`config.mk`:
```
export PLATFORM = sky130hd
export DESIGN_NAME = axi4_wr_arbiter
export DESIGN_NICKNAME = d
export VERILOG_FILES = /design/src/rtl/axi4_wr_arbiter.sv
export SDC_FILE = /design/constraint.sdc
export NUM_CORES = 1
export LEC_CHECK = 0
export ABC_CLOCK_PERIOD_IN_PS = 4800
export CORE_AREA = 5 5 145 147
export CTS_CLUSTER_SIZE = 25
export DETAILED_ROUTE_END_ITERATION = 10
export DIE_AREA = 0 0 150 152
export GPL_TIMING_DRIVEN = 1
export HOLD_SLACK_MARGIN = 0.02
export PLACE_DENSITY_LB_ADDON = 0.05
export SYNTH_ARGS = -nofsm -noshare
export SYNTH_HDL_FRONTEND = slang
export SYNTH_SLANG_ARGS = --single-unit
```
`constraint.sdc`:
```
create_clock -name aclk -period 4.8 [get_ports aclk]
set_clock_uncertainty 0.2 [all_clocks]
set_input_delay 0.72 -clock aclk [delete_from_list [all_inputs] [get_ports aclk]]
set_output_delay 0.72 -clock aclk [all_outputs]
set_load 0.01 [all_outputs]
```
`src/rtl/axi4_wr_arbiter.sv`:
```
// Round-robin AXI4 write arbiter: NUM_M masters share one slave port, one AW->W->B transaction at a time.
// Latency: one registered arbitration cycle before AW; AW, W and B then pass through combinationally.
// Backpressure: ready/valid reach only the owning master; every other master sees ready=0 and stalls.
module axi4_wr_arbiter #(
    parameter int NUM_M  = 2,
    parameter int ADDR_W = 32,
    parameter int DATA_W = 64,
    parameter int ID_W   = 4,
    localparam int GW     = (NUM_M > 1) ? $clog2(NUM_M) : 1,
    localparam int STRB_W = DATA_W / 8
) (
    input  logic                    aclk,
    input  logic                    areset,
    input  logic [NUM_M-1:0]        s_awvalid,
    output logic [NUM_M-1:0]        s_awready,
    input  logic [NUM_M*ADDR_W-1:0] s_awaddr,
    input  logic [NUM_M*8-1:0]      s_awlen,
    input  logic [NUM_M*ID_W-1:0]   s_awid,
    input  logic [NUM_M-1:0]        s_wvalid,
    output logic [NUM_M-1:0]        s_wready,
    input  logic [NUM_M*DATA_W-1:0] s_wdata,
    input  logic [NUM_M*STRB_W-1:0] s_wstrb,
    input  logic [NUM_M-1:0]        s_wlast,
    output logic [NUM_M-1:0]        s_bvalid,
    input  logic [NUM_M-1:0]        s_bready,
    output logic [1:0]              s_bresp,
    output logic [ID_W-1:0]         s_bid,
    output logic                    m_awvalid,
    input  logic                    m_awready,
    output logic [ADDR_W-1:0]       m_awaddr,
    output logic [7:0]              m_awlen,
    output logic [ID_W-1:0]         m_awid,
    output logic                    m_wvalid,
    input  logic                    m_wready,
    output logic [DATA_W-1:0]       m_wdata,
    output logic [STRB_W-1:0]       m_wstrb,
    output logic                    m_wlast,
    input  logic                    m_bvalid,
    output logic                    m_bready,
    input  logic [1:0]              m_bresp,
    input  logic [ID_W-1:0]         m_bid,
    output logic [GW-1:0]           grant,
    output logic                    busy,
    output logic                    len_err
);

    typedef enum logic [1:0] {ST_IDLE, ST_AW, ST_W, ST_B} state_t;

    state_t        state;
    logic [GW-1:0] rr_ptr;
    logic [GW-1:0] pick;
    logic [GW:0]   rr_idx;
    logic [7:0]    len_q;
    logic [8:0]    beat;
    logic [8:0]    beat_nxt;
    logic          w_at_len;
    logic          aw_hs;
    logic          w_hs;
    logic          b_hs;

    // Search downward so the requester closest to rr_ptr is the last to overwrite pick.
    always_comb begin
        pick   = rr_ptr;
        rr_idx = '0;
        for (int i = NUM_M - 1; i >= 0; i--) begin
            rr_idx = {1'b0, rr_ptr} + (GW+1)'(i);
            if (rr_idx >= (GW+1)'(NUM_M))
                rr_idx = rr_idx - (GW+1)'(NUM_M);
            if (s_awvalid[rr_idx[GW-1:0]])
                pick = rr_idx[GW-1:0];
        end
    end

    assign m_awvalid = (state == ST_AW) && s_awvalid[grant];
    assign m_awaddr  = s_awaddr[int'(grant)*ADDR_W +: ADDR_W];
    assign m_awlen   = s_awlen[int'(grant)*8 +: 8];
    assign m_awid    = s_awid[int'(grant)*ID_W +: ID_W];

    assign m_wvalid  = (state == ST_W) && s_wvalid[grant];
    assign m_wdata   = s_wdata[int'(grant)*DATA_W +: DATA_W];
    assign m_wstrb   = s_wstrb[int'(grant)*STRB_W +: STRB_W];
    assign m_wlast   = s_wlast[grant];

    assign m_bready  = (state == ST_B) && s_bready[grant];
    assign s_bresp   = m_bresp;
    assign s_bid     = m_bid;

    always_comb begin
        s_awready        = '0;
        s_wready         = '0;
        s_bvalid         = '0;
        s_awready[grant] = (state == ST_AW) && m_awready;
        s_wready[grant]  = (state == ST_W) && m_wready;
        s_bvalid[grant]  = (state == ST_B) && m_bvalid;
    end

    assign aw_hs    = m_awvalid && m_awready;
    assign w_hs     = m_wvalid && m_wready;
    assign b_hs     = (state == ST_B) && m_bvalid && s_bready[grant];
    assign beat_nxt = (beat == 9'd256) ? beat : beat + 9'd1;
    assign w_at_len = (beat_nxt == ({1'b0, len_q} + 9'd1));

    always_ff @(posedge aclk) begin
        if (areset) begin
            state   <= ST_IDLE;
            rr_ptr  <= '0;
            grant   <= '0;
            busy    <= 1'b0;
            len_err <= 1'b0;
            len_q   <= '0;
            beat    <= '0;
        end else begin
            len_err <= 1'b0;
            case (state)
                ST_IDLE: begin
                    if (|s_awvalid) begin
                        state <= ST_AW;
                        busy  <= 1'b1;
                        grant <= pick;
                        len_q <= s_awlen[int'(pick)*8 +: 8];
                        beat  <= '0;
                    end
                end
                ST_AW: begin
                    if (aw_hs)
                        state <= ST_W;
                end
                ST_W: begin
                    if (w_hs) begin
                        beat <= beat_nxt;
                        // A missing WLAST is flagged once, on the beat that should have carried it.
                        if (m_wlast) begin
                            len_err <= !w_at_len;
                            state   <= ST_B;
                        end else begin
                            len_err <= w_at_len && (beat_nxt != beat);
                        end
                    end
                end
                ST_B: begin
                    if (b_hs) begin
                        state  <= ST_IDLE;
                        busy   <= 1'b0;
                        rr_ptr <= (grant == GW'(NUM_M - 1)) ? '0 : grant + GW'(1);
                    end
                end
                default: state <= ST_IDLE;
            endcase
        end
    end

endmodule

```
==> results.ini, run 1 <==
[global_route]
grt_pass1_vias = 4445
grt_overflow = 0
antenna_found_initial = 4
grt_max_degree = 55
grt_first_pass_wirelength_mm = 28.1
grt_usage = 0.164

[timing]
setup_viol = 0
rsz0062_at_grt = false
fin_tns_setup_ns = 0
finalCritPeriodShare = 0.709
final-max-slew-violation-count = 0
hold_ws_ns = 0.304
fmax_mhz = 294
period_needed_ns = 3.40
max-slew-margin-rel = 0.310
tightest_slew_ns = 1.03
hold_viol = 0

[clocking]
clk_path_buf_depth = 2
numCtsBuffers = 3
clkTransAtPathRegs_ns = 0.06
cts-root-buf = clkbuf_16
worstSkewPairLatency_ns = 0.26
clock-sinks = 23
ctsHoldBuffers = 0
post_cts_buffers = 0
cts_tree = yes
cts-htree-levels = 1
cts-resized-gates = 0

[synth]
ys_warn_count = 0
synth-seq-area-share = 0.149
postSynthAreaPerCell_um2 = 8.88
syn_inst = 347
synth_fp_nets = 606
synth_area_um2 = 3080
synth-seq-cells = 23
ys_types = 41

[power_and_ir_drop]
seqPwrFrac = 0.180
leakage_nw = 2.55
p_sw_mw = 0.594
power.density_nw_per_um2 = 231
vdd_ir_drop_max_mv = 0.0807
intPower_mw = 1.05
p_comb_frac = 0.709
pwr-share-clk = 0.111
p_sw_frac = 0.361

[run]
cap_violations = 0

[detailed_routing]
avgRoutedWirePerCell_um = 20.2
drtIter0Drc = 113
routed_wl_mm = 19.7
firstDrtPassIters = 4
vias = 4041
drcViolationCount = 0
detail_route.vias_per_cell = 4.15
ant_nets = 0

[layout]
num-nets-final = 961
area_growth_pct = 131
layout-drive-gt1-share = 0.188

[die]
initial_core_util = 0.156
io_pins = 386
die_y_um = 152
die-width_um = 150
num_rows = 52
coreArea_um2 = 19800
die_area_um2 = 22800

[setup_path]
crit_fanout = 54
required_ns = 3.88
slowest_delay_ns = 0.82
arrival_ns = 2.48
cp-start-kind = flop
crit_type = reg2out
slowest_stage = dfxtp_4
reg2reg_depth = 6
worst_setup_path_end_kind = output pin
worstPathCellList = buf_4, mux2i_1, nor2b_1, clkdlybuf4s50_1

[placement]
hpwl_mm = 17.5
port_buffers = 373
globalplace.congestion = 0.864

[hold_path]
min_path_cells = 2
hold_class = reg2reg

[status]
status = completed

-- state kept, by name (all words and copies together) (netlist names) --
register / cells
beat: 9
len_q: 8
state: 2
busy: 1
grant: 1
len_err: 1
rr_ptr: 1
-- final cells by class --
cell class                      count  area (um^2)
Tap cell                          270          338
Multi-Input combinational cell    289         2440
Clock buffer                        4         78.8
Fill cell                        2039        12700
Sequential cell                    23          464
Antenna cell                        3         7.51
Timing Repair Buffer              378         3770
Inverter                            7         26.3
-- path summary, 6_finish.rpt --
kind	endpoint	slack, ns	start
min reg2reg	busy	0.30	busy
max reg2reg	beat[7]	1.98	grant
min	busy	0.30	busy
max	m_bready	1.40	grant
-- cell families (layout without fill, tap and decap cells) --
logic type,count (synthesis),after routing,share of synthesized area
simple gates,92,92,0.154
mux,130,130,0.470
flops,23,23,0.149
buf+inv,35,389,0.0577
compound gates,41,41,0.0792
fa+ha+maj,9,9,0.0357
other cells,0,3,0
xor+xnor,17,17,0.0540
-- cells in the final DEF (no fill, tap or decap), types with 7 or more instances in the layout --
cell type / instances
nor2_1: 31
nand3_1: 8
and3_1: 7
clkdlybuf4s50_1: 373
o21ai_0: 13
ha_1: 8
a211oi_1: 9
inv_1: 7
mux2_2: 117
dfxtp_1: 22
mux2i_1: 13
nand2_1: 16
a21oi_1: 13
xnor2_1: 11
-- through the flow --
stage / worst slack, ns / area [um^2] / utilization / instances / power (mW)
finish: 1.40 / 7130 / 0.360 / 974 / 1.65
global route: 1.23 / 7130 / 0.360 / 974 / 1.77
detailed placement: 1.61 / 7040 / 0.356 / 967 / 1.48
floorplan: 2.09 / 3080 / - / 347 / 0.847
CTS: 1.32 / 7120 / 0.360 / 971 / 1.68
global placement: 1.65 / 7040 / 0.356 / 967 / 1.48
-- critical path: cells and delay by family (launching register included) --
kind | cells | cell delay, ns
buf+inv | 2 | 1.00
flops | 1 | 0.82
mux | 1 | 0.32
simple gates | 1 | 0.08
-- power groups by stage --
stage | registers, mW | logic, mW | clock network [mW]
floorplan | 0.263 | 0.584 | 0
global placement | 0.300 | 1.18 | 0
detailed placement | 0.302 | 1.18 | 0
CTS | 0.298 | 1.19 | 0.192
global route | 0.305 | 1.27 | 0.201
finish | 0.296 | 1.17 | 0.183
-- synth_stat cells (all sizes together) --
cell type	n	area, um^2
buf	14	98.8
nand2	16	60.1
and3	8	51.3
nand4	3	18.8
nand4bb	1	16.3
inv	7	26.3
mux2	117	1320
xnor2	11	96.3
nor2b	6	37.5
nor4	1	12.5
or3	5	32.5
nor3	6	30.0
or4	3	26.3
a31oi	1	6.26
a22o	1	8.76
o21ai	14	70.1
a21oi	13	65.1
mux2i	13	130
ha	8	100
xnor3	1	26.3
dfxtp	23	460
nand4b	1	8.76
a2111o	1	11.3
or4b	1	10.0
clkbuf	14	52.6
maj3	1	10.0
nand3	8	40.0
xor2	5	43.8
nand3b	1	7.51
o31ai	1	7.51
o211ai	1	7.51
nor2	31	116
a211oi	9	67.6
and2	1	6.26
-- metal layers --
layer | routed length, um | track usage | part of all wire | vias to the layer above
met1 | 6180 | 0.152 | 0.31 | 1866
met2 | 11000 | 0.323 | 0.56 | 167
met3 | 1890 | 0.0632 | 0.096 | 31
met4 | 565 | 0.0475 | 0.029 | 2
met5 | 7 | 0 | 0.00036 | -
li1 | - | - | - | 1975
Power figures use the tool's default switching activity.
==> run 2, diff against run 1 <==
Settings changed: ABC_CLOCK_PERIOD_IN_PS 4800 to 3400, CORE_AREA 5 5 145 147 to 5 5 146 148, DIE_AREA 0 0 150 152 to 0 0 151 153.
Clock period 4.8 ns to 3.4 ns, I/O delays scaled along.
==> run 2 against run 1 <==
- sequential share of layout area is essentially flat
- via count shrank 1.1%
- critical path depth is the same
- highest routed layer is now met4
==> results.ini, run 2 (synthesis gave the netlist of run 1 again) <==
[status]
status = completed

[global_route]
grt_overflow = 0  ; unchanged
grt_max_degree = 53  ; -3.6%
grt_pass1_vias = 4453  ; +0.18%
antenna_found_initial = 2  ; -2
grt_usage = 0.165  ; +0.00126
grt_first_pass_wirelength_mm = 28.2  ; +0.39%

[clocking]
post_cts_buffers = 0  ; unchanged
ctsHoldBuffers = 0  ; unchanged
worstSkewPairLatency_ns = 0.26  ; about the same
clock-sinks = 23  ; unchanged
numCtsBuffers = 3  ; unchanged
cts-htree-levels = 1  ; unchanged
clkTransAtPathRegs_ns = 0.06  ; about the same
cts-resized-gates = 0  ; unchanged
cts-root-buf = clkbuf_16
cts_tree = yes
clk_path_buf_depth = 2  ; unchanged

[placement]
dpl.cell_count = 966  ; -0.10%
globalplace.congestion = 0.850  ; -1.6%
port_buffers = 373  ; unchanged
place_area_um2 = 7060  ; +0.25%
hpwl_mm = 17.9  ; +2.1%

[layout]
seq_area_um2 = 464  ; unchanged
largest_register_ffs = 9  ; unchanged
fillers = 2037  ; -0.098%
stdcell_area_um2 = 7150  ; +0.26%
final_cell_mix = clkdlybuf4s50_1, mux2_2, nor2_1
multi_input_area_um2 = 2440  ; unchanged
final_common_cell = clkdlybuf4s50_1
layout-drive-gt1-share = 0.189  ; +0.000269
stdcell_count = 973  ; -0.10%
num-nets-final = 960  ; -0.10%
regMostFlops = beat
final_core_util = 0.359  ; -0.00141
biggestRegsByFlops = beat x9, len_q x8, state x2
area_growth_pct = 132

[setup_path]
r2r_slack_ns = 0.65  ; -1.33 ns
crit_type = reg2out
worst_setup_path_end_kind = output pin
cp-start-kind = flop
crit_fanout = 52  ; -3.7%
r2r-end = len_err
critPathLaunch = grant
worstReg2RegStart = beat[0]
reg2reg_depth = 7  ; +1
required_ns = 2.69  ; -1.19 ns
arrival_ns = 2.22  ; -0.26 ns

[power_and_ir_drop]
p_sw_mw = 0.862  ; +45%
intPower_mw = 1.50  ; +42%
pwr-share-clk = 0.112  ; about the same
p_comb_frac = 0.718  ; +0.009
power.density_nw_per_um2 = 330  ; +43%
p_sw_frac = 0.366  ; +0.00490
seqPwrFrac = 0.171  ; -0.009
leakage_nw = 2.56  ; +0.12%
vdd_ir_drop_max_mv = 0.133  ; +65%
p_total_mw = 2.36  ; +43%

[hold_path]
hold_class = reg2reg
hp-start = busy
hold_end = busy
min_path_cells = 2  ; unchanged

[die]
num_rows = 52  ; unchanged
die_y_um = 153  ; +0.66%
io_pins = 386  ; unchanged
die_area_um2 = 23100  ; +1.3%
initial_core_util = 0.155  ; -0.00102
coreArea_um2 = 19900  ; +0.66%
die-width_um = 151  ; +0.67%

[detailed_routing]
detail_route.vias_per_cell = 4.11  ; -0.99%
vias = 3997  ; -1.1%
avgRoutedWirePerCell_um = 20.7  ; +2.6%
firstDrtPassIters = 4  ; unchanged
drcViolationCount = 0  ; unchanged
routed_wl_mm = 20.2  ; +2.5%
ant_nets = 0  ; unchanged
drtIter0Drc = 108  ; -4.4%

[timing]
fmax_mhz = 341
rsz0062_at_grt = false
tightest_slew_ns = 0.595  ; -0.437 ns
finalCritPeriodShare = 0.863
setup_viol = 0  ; unchanged
max-slew-margin-rel = 0.603  ; +0.293
fin_tns_setup_ns = 0  ; unchanged
final-max-slew-violation-count = 0  ; unchanged
hold_viol = 0  ; unchanged
period_needed_ns = 2.93

[run]
cap_violations = 0  ; unchanged

==> run 2: how the worst max path moves through the flow <==
stage	end	slack (ns)	cells after the start
6_report	m_awvalid	0.47	4
5_1_grt	m_awvalid	0.37	4
4_1_cts	m_awvalid	0.45	4
3_5_place_dp	len_err	0.70	7
3_3_place_gp	len_err	0.66	7
2_1_floorplan	m_awaddr[12]	0.90	4
==> run 2: layout make-up <==
class / count / share of cell area
timing repair buffer: 377 / 0.530
tap: 270 / 0.0473
inverter: 7 / 0.00368
antenna: 3 / 0.00105
multi-input combinational: 289 / 0.342
clock inverter: 1 / 0.000700
sequential: 23 / 0.0650
clock buffer: 3 / 0.0105
==> run 2: power groups by stage <==
stage               combinational (mW)  clock [mW]  sequential, mW
CTS                               1.72       0.278           0.405
detailed placement                1.71           0           0.411
global route                      1.82       0.284           0.416
finish                            1.69       0.263           0.402
floorplan                        0.825           0           0.371
global placement                  1.71           0           0.407
==> run 2: layer usage <==
metal | GRT usage | vias up | wire length, um
met1 | 0.165 | 1857 | 6990
met3 | 0.0595 | 8 | 1730
li1 | - | 1970 | -
met5 | 0 | - | 0
met4 | 0.0272 | 0 | 175
met2 | 0.324 | 162 | 11300
==> run 2: per-stage QoR <==
step	setup WS, ns	hold slack (ns)
6_report	0.467	0.284
5_1_grt	0.369	0.342
3_5_place_dp	0.700	0.279
3_3_place_gp	0.658	0.271
4_1_cts	0.446	0.294
2_1_floorplan	0.901	0.289
==> run 2: worst max-delay path, stage by stage, from the launching register on <==
cell	delay, ns
dfxtp_4	0.64
buf_12	0.33
mux2i_1	0.14
nor2b_1	0.24
clkdlybuf4s50_1	0.61
